## config.mk

```make
export PLATFORM = sky130hd
export DESIGN_NAME = lfsr_lane_bank_flat
export DESIGN_NICKNAME = d
export VERILOG_FILES = /design/src/rtl/lfsr_lane_bank_if.sv /design/src/rtl/lfsr_lane_bank.sv /design/src/flat_wrapper.sv
export SDC_FILE = /design/constraint.sdc
export NUM_CORES = 1
export LEC_CHECK = 0
export ABC_AREA = 1
export CAP_MARGIN = 0
export CORE_UTILIZATION = 40
export DETAILED_ROUTE_END_ITERATION = 10
export PLACE_DENSITY_LB_ADDON = 0.05
export REMOVE_ABC_BUFFERS = 1
export SYNTH_ARGS = -nofsm -noshare
export SYNTH_HDL_FRONTEND = slang
export SYNTH_SLANG_ARGS = --single-unit
```

## constraint.sdc

```tcl
create_clock -name clk -period 1.9 [get_ports clk]
set_clock_uncertainty 0.05 [all_clocks]
set_input_delay 0.57 -clock clk [delete_from_list [all_inputs] [get_ports clk]]
set_output_delay 0.57 -clock clk [all_outputs]
set_load 0.01 [all_outputs]
```

## src/rtl/lfsr_lane_bank_if.sv

```systemverilog
// Draw port between spawn logic (master) and the LFSR lane bank (slave):
// a request channel carrying a lane index and a 1-deep response channel.
interface lfsr_lane_bank_if #(
    parameter int WIDTH = 13,
    parameter int LW    = 2
);
    logic             req_valid;
    logic             req_ready;
    logic [LW-1:0]    req_lane;
    logic             rsp_valid;
    logic             rsp_ready;
    logic [WIDTH-1:0] rsp_data;
    logic [LW-1:0]    rsp_lane;
    logic             rsp_err;

    modport master (
        output req_valid, req_lane, rsp_ready,
        input  req_ready, rsp_valid, rsp_data, rsp_lane, rsp_err
    );

    modport slave (
        input  req_valid, req_lane, rsp_ready,
        output req_ready, rsp_valid, rsp_data, rsp_lane, rsp_err
    );
endinterface

```

## src/rtl/lfsr_lane_bank.sv

```systemverilog
// Bank of independent Fibonacci LFSRs, one per arrow lane, with runtime seeding,
// tick-driven or draw-driven stepping, and a valid/ready draw port.
module lfsr_lane_bank #(
    parameter int               NUM_LANES   = 4,
    parameter int               WIDTH       = 13,
    parameter logic [WIDTH-1:0] TAPS        = WIDTH'(13'h100D),
    parameter logic [WIDTH-1:0] SEED_BASE   = WIDTH'(13'h0001),
    parameter logic [WIDTH-1:0] SEED_STRIDE = WIDTH'(13'h0100),
    parameter int               LW          = (NUM_LANES > 1) ? $clog2(NUM_LANES) : 1
) (
    input  logic                       clk,
    input  logic                       rst,
    input  logic                       tick,
    input  logic                       mode,
    input  logic                       seed_we,
    input  logic [LW-1:0]              seed_lane,
    input  logic [WIDTH-1:0]           seed_data,
    lfsr_lane_bank_if.slave            draw,
    output logic [NUM_LANES*WIDTH-1:0] rand_flat
);
    localparam logic [31:0] NUM_LANES_U = 32'(NUM_LANES);

    // An all-zero state would lock the register up, so it steps to 1 instead.
    function automatic logic [WIDTH-1:0] lfsr_step(input logic [WIDTH-1:0] s);
        if (s == '0) begin
            return WIDTH'(1);
        end
        return {s[WIDTH-2:0], ^(s & TAPS)};
    endfunction

    logic             accept;
    logic             req_in_range;
    logic [WIDTH-1:0] seed_coerced;
    logic [WIDTH-1:0] rsp_sel;
    logic [WIDTH-1:0] lane_rsp [NUM_LANES];

    logic             rsp_valid_q;
    logic             rsp_err_q;
    logic [WIDTH-1:0] rsp_data_q;
    logic [LW-1:0]    rsp_lane_q;

    assign draw.req_ready = !rsp_valid_q || draw.rsp_ready;
    assign accept         = draw.req_valid && draw.req_ready;
    assign req_in_range   = 32'(draw.req_lane) < NUM_LANES_U;
    assign seed_coerced   = (seed_data == '0) ? WIDTH'(1) : seed_data;

    genvar gi;
    generate
        for (gi = 0; gi < NUM_LANES; gi++) begin : g_lane
            localparam logic [WIDTH-1:0] SEED_RAW = SEED_BASE + WIDTH'(gi) * SEED_STRIDE;
            localparam logic [WIDTH-1:0] SEED_RST = (SEED_RAW == '0) ? WIDTH'(1) : SEED_RAW;

            logic             seed_hit;
            logic             draw_hit;
            logic             step_en;
            logic [WIDTH-1:0] state_q;
            logic [WIDTH-1:0] state_d;

            assign seed_hit = seed_we && (seed_lane == LW'(gi));
            assign draw_hit = accept && (draw.req_lane == LW'(gi));
            assign step_en  = mode ? draw_hit : tick;

            always_comb begin
                state_d = state_q;
                if (seed_hit) begin
                    state_d = seed_coerced;
                end else if (step_en) begin
                    state_d = lfsr_step(state_q);
                end
            end

            // Draw-mode and same-cycle seeds report the new state; a free-run draw reports the pre-tick state.
            assign lane_rsp[gi] = (mode || seed_hit) ? state_d : state_q;

            always_ff @(posedge clk) begin
                if (rst) begin
                    state_q <= SEED_RST;
                end else begin
                    state_q <= state_d;
                end
            end

            assign rand_flat[gi*WIDTH +: WIDTH] = state_q;
        end
    endgenerate

    always_comb begin
        rsp_sel = '0;
        for (int i = 0; i < NUM_LANES; i++) begin
            if (draw.req_lane == LW'(i)) begin
                rsp_sel = lane_rsp[i];
            end
        end
    end

    always_ff @(posedge clk) begin
        if (rst) begin
            rsp_valid_q <= 1'b0;
            rsp_data_q  <= '0;
            rsp_lane_q  <= '0;
            rsp_err_q   <= 1'b0;
        end else if (accept) begin
            rsp_valid_q <= 1'b1;
            rsp_data_q  <= req_in_range ? rsp_sel : '0;
            rsp_lane_q  <= draw.req_lane;
            rsp_err_q   <= !req_in_range;
        end else if (draw.rsp_ready) begin
            rsp_valid_q <= 1'b0;
        end
    end

    assign draw.rsp_valid = rsp_valid_q;
    assign draw.rsp_data  = rsp_data_q;
    assign draw.rsp_lane  = rsp_lane_q;
    assign draw.rsp_err   = rsp_err_q;
endmodule

```

## src/flat_wrapper.sv

```systemverilog
// flat-port wrapper written by rule: the top's interface ports become plain ports
module lfsr_lane_bank_flat 
#(
    parameter int               NUM_LANES   = 4,
    parameter int               WIDTH       = 13,
    parameter logic [WIDTH-1:0] TAPS        = WIDTH'(13'h100D),
    parameter logic [WIDTH-1:0] SEED_BASE   = WIDTH'(13'h0001),
    parameter logic [WIDTH-1:0] SEED_STRIDE = WIDTH'(13'h0100),
    parameter int               LW          = (NUM_LANES > 1) ? $clog2(NUM_LANES) : 1
)
  (clk, rst, tick, mode, seed_we, seed_lane, seed_data, rand_flat, draw_req_valid, draw_req_lane, draw_rsp_ready, draw_req_ready, draw_rsp_valid, draw_rsp_data, draw_rsp_lane, draw_rsp_err);
  lfsr_lane_bank_if #(.WIDTH(WIDTH), .LW(LW)) draw_i ();
  input  logic clk;
  input  logic rst;
  input  logic tick;
  input  logic mode;
  input  logic seed_we;
  input  logic [LW-1:0] seed_lane;
  input  logic [WIDTH-1:0] seed_data;
  output logic [NUM_LANES*WIDTH-1:0] rand_flat;
  input wire logic [$bits(draw_i.req_valid)-1:0] draw_req_valid;
  input wire logic [$bits(draw_i.req_lane)-1:0] draw_req_lane;
  input wire logic [$bits(draw_i.rsp_ready)-1:0] draw_rsp_ready;
  output wire logic [$bits(draw_i.req_ready)-1:0] draw_req_ready;
  output wire logic [$bits(draw_i.rsp_valid)-1:0] draw_rsp_valid;
  output wire logic [$bits(draw_i.rsp_data)-1:0] draw_rsp_data;
  output wire logic [$bits(draw_i.rsp_lane)-1:0] draw_rsp_lane;
  output wire logic [$bits(draw_i.rsp_err)-1:0] draw_rsp_err;
  assign draw_i.req_valid = draw_req_valid;
  assign draw_i.req_lane = draw_req_lane;
  assign draw_i.rsp_ready = draw_rsp_ready;
  assign draw_req_ready = draw_i.req_ready;
  assign draw_rsp_valid = draw_i.rsp_valid;
  assign draw_rsp_data = draw_i.rsp_data;
  assign draw_rsp_lane = draw_i.rsp_lane;
  assign draw_rsp_err = draw_i.rsp_err;
  lfsr_lane_bank #(.NUM_LANES(NUM_LANES), .WIDTH(WIDTH), .TAPS(TAPS), .SEED_BASE(SEED_BASE), .SEED_STRIDE(SEED_STRIDE), .LW(LW)) u_core (.clk(clk), .rst(rst), .tick(tick), .mode(mode), .seed_we(seed_we), .seed_lane(seed_lane), .seed_data(seed_data), .draw(draw_i), .rand_flat(rand_flat));
endmodule
```

# Yosys cells after proc, flatten, opt, wreduce, memory -nomap -nowiden
# Index checks and enable logic that the tools add are counted.
[word_totals] reg_bits=68 n_memories=0 ram_bits=0 romBits=0 input_bits=24 output_inout_bits=70 latch_bits=0
[op_classes] shift=0 bitwise=0 n_lt_le_gt_ge=0 n_reduce_logical=27 n_mux=43 n_mul=0 n_eq_ne=6 addsub=0 div_mod_pow=0
[op_table] operator="$mux 13" count=25
[op_table] operator="$logic_not 13->1" count=5
[op_table] operator="$reduce_xor 13->1" count=4
[op_table] operator="$mux 1" count=18
[op_table] operator="$logic_and 1x1->1" count=9
[op_table] operator="$eq 2x2->1 const B" count=4
[op_table] operator="$logic_or 1x1->1" count=5
[op_table] operator="$eq 2x1->1 const B" count=2
[op_table] operator="$logic_not 2->1" count=2
[op_table] operator="$reduce_bool 2->1" count=1
[op_table] operator="$logic_not 1->1" count=1

# Logic depth before layout (Yosys ltp)
# Gate-level depths: netlist of the first run.
[depth] word_depth=15 ltp_mapped=17

# Least setup slack after synthesis of the first run
# OpenSTA, ideal clock, no wires.
[synth_path] path_kind="in2reg" start="input port mode" end="register u_core.rsp_data_q[6] (netlist: u_core.draw.rsp_data[6])" setup_slack_ns=0.028 n_path_buf=2 arrival_ns=1.705 t_required_ns=1.733 stages=12 path_cell_list="buf_4 nor2_8 inv_2 nand2_2 buf_4 nand2_1 nand3_1 nand3_1 nand2_1 nand3_1 nor2_1 nor2_1"
[synth_between] elab_chain_cells=8
[synth_lines] item="start: declaration" line="flat_wrapper.sv:16" source="input logic mode;"
[synth_lines] item="$mux 1" line="lfsr_lane_bank.sv:61" source="assign step_en = mode ? draw_hit : tick;"
[synth_lines] item="$mux 13" line="lfsr_lane_bank.sv:67" source="end else if (step_en) begin"
[synth_lines] item="$mux 13" line="lfsr_lane_bank.sv:65" source="if (seed_hit) begin"
[synth_lines] item="$mux 13" line="lfsr_lane_bank.sv:73" source="assign lane_rsp[gi] = (mode || seed_hit) ? state_d : state_q;"
[synth_lines] item="$mux 13 (3 in series)" line="lfsr_lane_bank.sv:90" source="if (draw.req_lane == LW'(i)) begin"
[synth_lines] item="$mux 13 *" line="lfsr_lane_bank.sv:90"
[synth_lines] item="end signal: assignment" line="lfsr_lane_bank.sv:104" source="rsp_data_q <= req_in_range ? rsp_sel : '0;"
[synth_lines] item="end: declaration" line="lfsr_lane_bank.sv:39" source="logic [WIDTH-1:0] rsp_data_q;"
# Mark *: on every way between the ends. The rest lies on a longest branch, timed or not.
# A chain may end at the register's enable or synchronous reset.

# Worst setup path after layout of the first run
[layout_path] start="input port draw_rsp_ready" end="output port draw_req_ready"
[layout_between] elab_chain_cells=1
[layout_lines] item="start: declaration" line="flat_wrapper.sv:23" source="input wire logic [$bits(draw_i.rsp_ready)-1:0] draw_rsp_ready;"
[layout_lines] item="$logic_or 1x1->1" line="lfsr_lane_bank.sv:42" source="assign draw.req_ready = !rsp_valid_q || draw.rsp_ready;"
[layout_lines] item="end: declaration" line="flat_wrapper.sv:24" source="output wire logic [$bits(draw_i.req_ready)-1:0] draw_req_ready;"
# No other way between the ends.

==> results of run 1 <==
[stage by stage]
| step | setup WS (ns) | instance area (um^2) | hold slack, ns |
|---|---|---|---|
| final | 0.00763 | 7830 | 0.472 |
| after global routing | -0.0334 | 7830 | 0.470 |
| after CTS | 0.00147 | 7550 | 0.490 |
| after detailed placement | -0.734 | 6990 | 0.475 |
| after global placement | -0.719 | 6990 | 0.462 |
| after floorplan | -0.465 | 4680 | 0.513 |
[cells by family after synthesis]
kind of cell    count (synthesis)
other cells                     1
fa+ha+maj                       4
buf+inv                       169
flops                          68
compound gates                113
xor+xnor                        2
simple gates                  493
[Yosys cell counts, drive strengths merged]
| cell type | n | area [um^2] |
|---|---|---|
| or2 | 3 | 18.8 |
| conb | 1 | 3.75 |
| nor2 | 66 | 279 |
| and3 | 1 | 6.26 |
| nand3 | 148 | 746 |
| dfxtp | 68 | 1360 |
| xnor2 | 1 | 8.76 |
| o21ai | 66 | 330 |
| ha | 4 | 50.1 |
| clkinv | 9 | 33.8 |
| clkbuf | 15 | 56.3 |
| buf | 25 | 165 |
| nand2 | 269 | 1040 |
| xor2 | 1 | 8.76 |
| nor3 | 6 | 63.8 |
| a21oi | 47 | 273 |
| inv | 120 | 450 |
[registers in the layout (all words and copies together), names as in the netlist]
signal / flops
u_core.g_lane.state_q: 52
u_core.draw.rsp_lane: 2
u_core.draw.rsp_data: 13
u_core.draw.rsp_valid: 1
[area by class of cell]
class | instances | share of cell area (%)
multi-input combinational | 614 | 40.9
clock buffer | 11 | 3.23
tap | 147 | 2.35
sequential | 68 | 17.6
clock inverter | 5 | 0.639
timing repair buffer | 248 | 29.0
inverter | 129 | 6.26
[path summary, 6_finish.rpt]
path                          startpoint                      end  slack [ns]  cells after the start
max reg2reg  u_core.g_lane[1].state_q[3]  u_core.draw.rsp_data[0]        0.13                     17
min                       draw_req_valid    u_core.draw.rsp_valid        0.47                      3
max                       draw_rsp_ready           draw_req_ready       0.008                      4
min reg2reg      u_core.draw.rsp_lane[0]  u_core.draw.rsp_lane[0]        0.49                      2
[routing by layer]
| layer | share of wire [%] | track usage, % | vias up | wire length [um] |
|---|---|---|---|---|
| met5 | 0 | 0 | - | 0 |
| met4 | 5.3 | 18.7 | 0 | 1090 |
| met3 | 7.6 | 3.94 | 85 | 1580 |
| met2 | 47 | 54.2 | 333 | 9770 |
| met1 | 40 | 40.5 | 3048 | 8200 |
| li1 | - | - | 3127 | - |
[what timing repair did]
item / in CTS / in global routing
setup endpoints to repair: 98 / 30
pin swaps: 24 / 32
setup buffers: 7 / 5
gates resized for setup: 104 / 95
gates cloned: 4 / 0
[critical path: cells and delay by family]
family	cells	cell delay, ns
buffers and inverters	3	0.62
and+or+nand+nor	1	0.09
[power groups by stage]
stage | Clock [mW] | Sequential, mW | Combinational, mW
5_1_grt | 1.84 | 1.71 | 2.05
2_1_floorplan | 0 | 1.75 | 0.763
3_3_place_gp | 0 | 1.72 | 1.71
4_1_cts | 1.78 | 1.69 | 1.78
6_report | 1.77 | 1.70 | 1.88
3_5_place_dp | 0 | 1.72 | 1.73
==> impl_metrics.tcl, run 1 <==
set metrics [dict create \
    ant_nets 0 \
    yosys_register_bits 68 \
    hold_viol_final 0 \
    power.share.sequential_pct 31.8 \
    grt_use_total_pct 32.5 \
    clkPwrFrac_pct 33.1 \
    cts.sinks 68 \
    status "finished clean" \
    ios 94 \
    final_cells 1222 \
    drive_gt1_share_pct 28.2 \
    required_ns 1.28 \
    cts_made_buffers 9 \
    combinationalPowerShare_pct 35.1 \
    synthMuxAreaShare_pct 0 \
    holdBufCountCts 0 \
    cts-root-buf "clkbuf_16" \
    ir_drop_mv 0.386 \
    synthSimpleGateAreaFrac_pct 44.1 \
    power.leakage_nw 4.31 \
    cts_tree "yes" \
    die_w_um 113 \
    grt_pass1_vias 6066 \
    ys.warnings.count 0 \
    slowest_stage "dlygate4sd2_1" \
    die_h_um 113 \
    critPathMaxStageDelay_ns 0.30 \
    place_inst 1192 \
    final_cell_mix "nand2_1, buf_4, nand3_1, inv_1, nor2_1" \
    cpMostUsedCell "dlygate4sd2_1" \
    via_count 6593 \
    start_util_pct 41.0 \
    portBuffers 92 \
    syn_to_final_growth_pct 59.8 \
    ys_seq_area_share_pct 27.8 \
    synth_top_family_by_area "simple AND/OR/NAND/NOR gates" \
    p_sw_mw 1.85 \
    drc 0 \
    crit_path_end_kind "primary output" \
    place.gp.congestion 0.981 \
    min_path_type "input port to flip-flop" \
    grt_pass1_wl_um 31700 \
    wl_per_cell_um 16.9 \
    arrival_ns 1.27 \
    regArea_um2 1380 \
    htreeDepth 3 \
    startpoint_type "input port" \
    criticalPathCategory "input port to primary output" \
    synth-compound-area-share_pct 12.3 \
    drv_slew 0 \
    first_iter_violations 624 \
    grt_max_degree 31 \
    final_common_cell "nand2_1" \
    p_sw_share_pct 34.6 \
    p_total_mw 5.35 \
    antenna_found_initial 0 \
    fin_crit_ns 1.89 \
    wirelength_um 20600 \
    clock_latency_ns 0.35 \
    internal_power_mw 3.50 \
    nets 1098 \
    viasPerCell 5.40 \
    cp_cell_sequence "dlygate4sd2_1, inv_2, nand2_2, dlygate4sd2_1" \
    max_freq_ghz 0.528 \
    drt-pass1-iter-count 6 \
    hpwlAfterDp_um 14400 \
    critPathMaxFanout 4 \
    synthCells 850 \
    rows 40 \
    post-route-period-util_pct 99.6 \
    syn-cell-area_um2 4900 \
    ys_types 30 \
    clk_pin_slew_ns 0.06 \
    overflow 0 \
    dieArea_um2 12700 \
    powerDensity_nw_per_um2 683 \
    diodes 0 \
    final_core_util_pct 65.4 \
    multi_input_area_um2 3200 \
    synthAdderAreaFrac_pct 1.02 \
    cts_buffer_depth 2 \
    nFillCells 1094 \
    core_um2 12000 \
    finalSetupViolCount 0 \
    maxCapViolations 0 \
    rsz0062_at_grt "yes" \
    synthXorXnorAreaFrac_pct 0.358 \
    finalSetupTns_ns 0 \
    postSynthAreaPerCell_um2 5.76 \
]
No activity file was read; power rests on OpenSTA's default activity.
==> run 2: changes to the inputs <==
--- a/config.mk
+++ b/config.mk
@@ -11,6 +11,7 @@
 export DETAILED_ROUTE_END_ITERATION = 10
 export PLACE_DENSITY_LB_ADDON = 0.05
 export REMOVE_ABC_BUFFERS = 1
+export SLEW_MARGIN = 10
 export SYNTH_ARGS = -nofsm -noshare
 export SYNTH_HDL_FRONTEND = slang
 export SYNTH_SLANG_ARGS = --single-unit
==> results of run 2 <==
Final layout, timing and power as in run 1 (identical DEF).
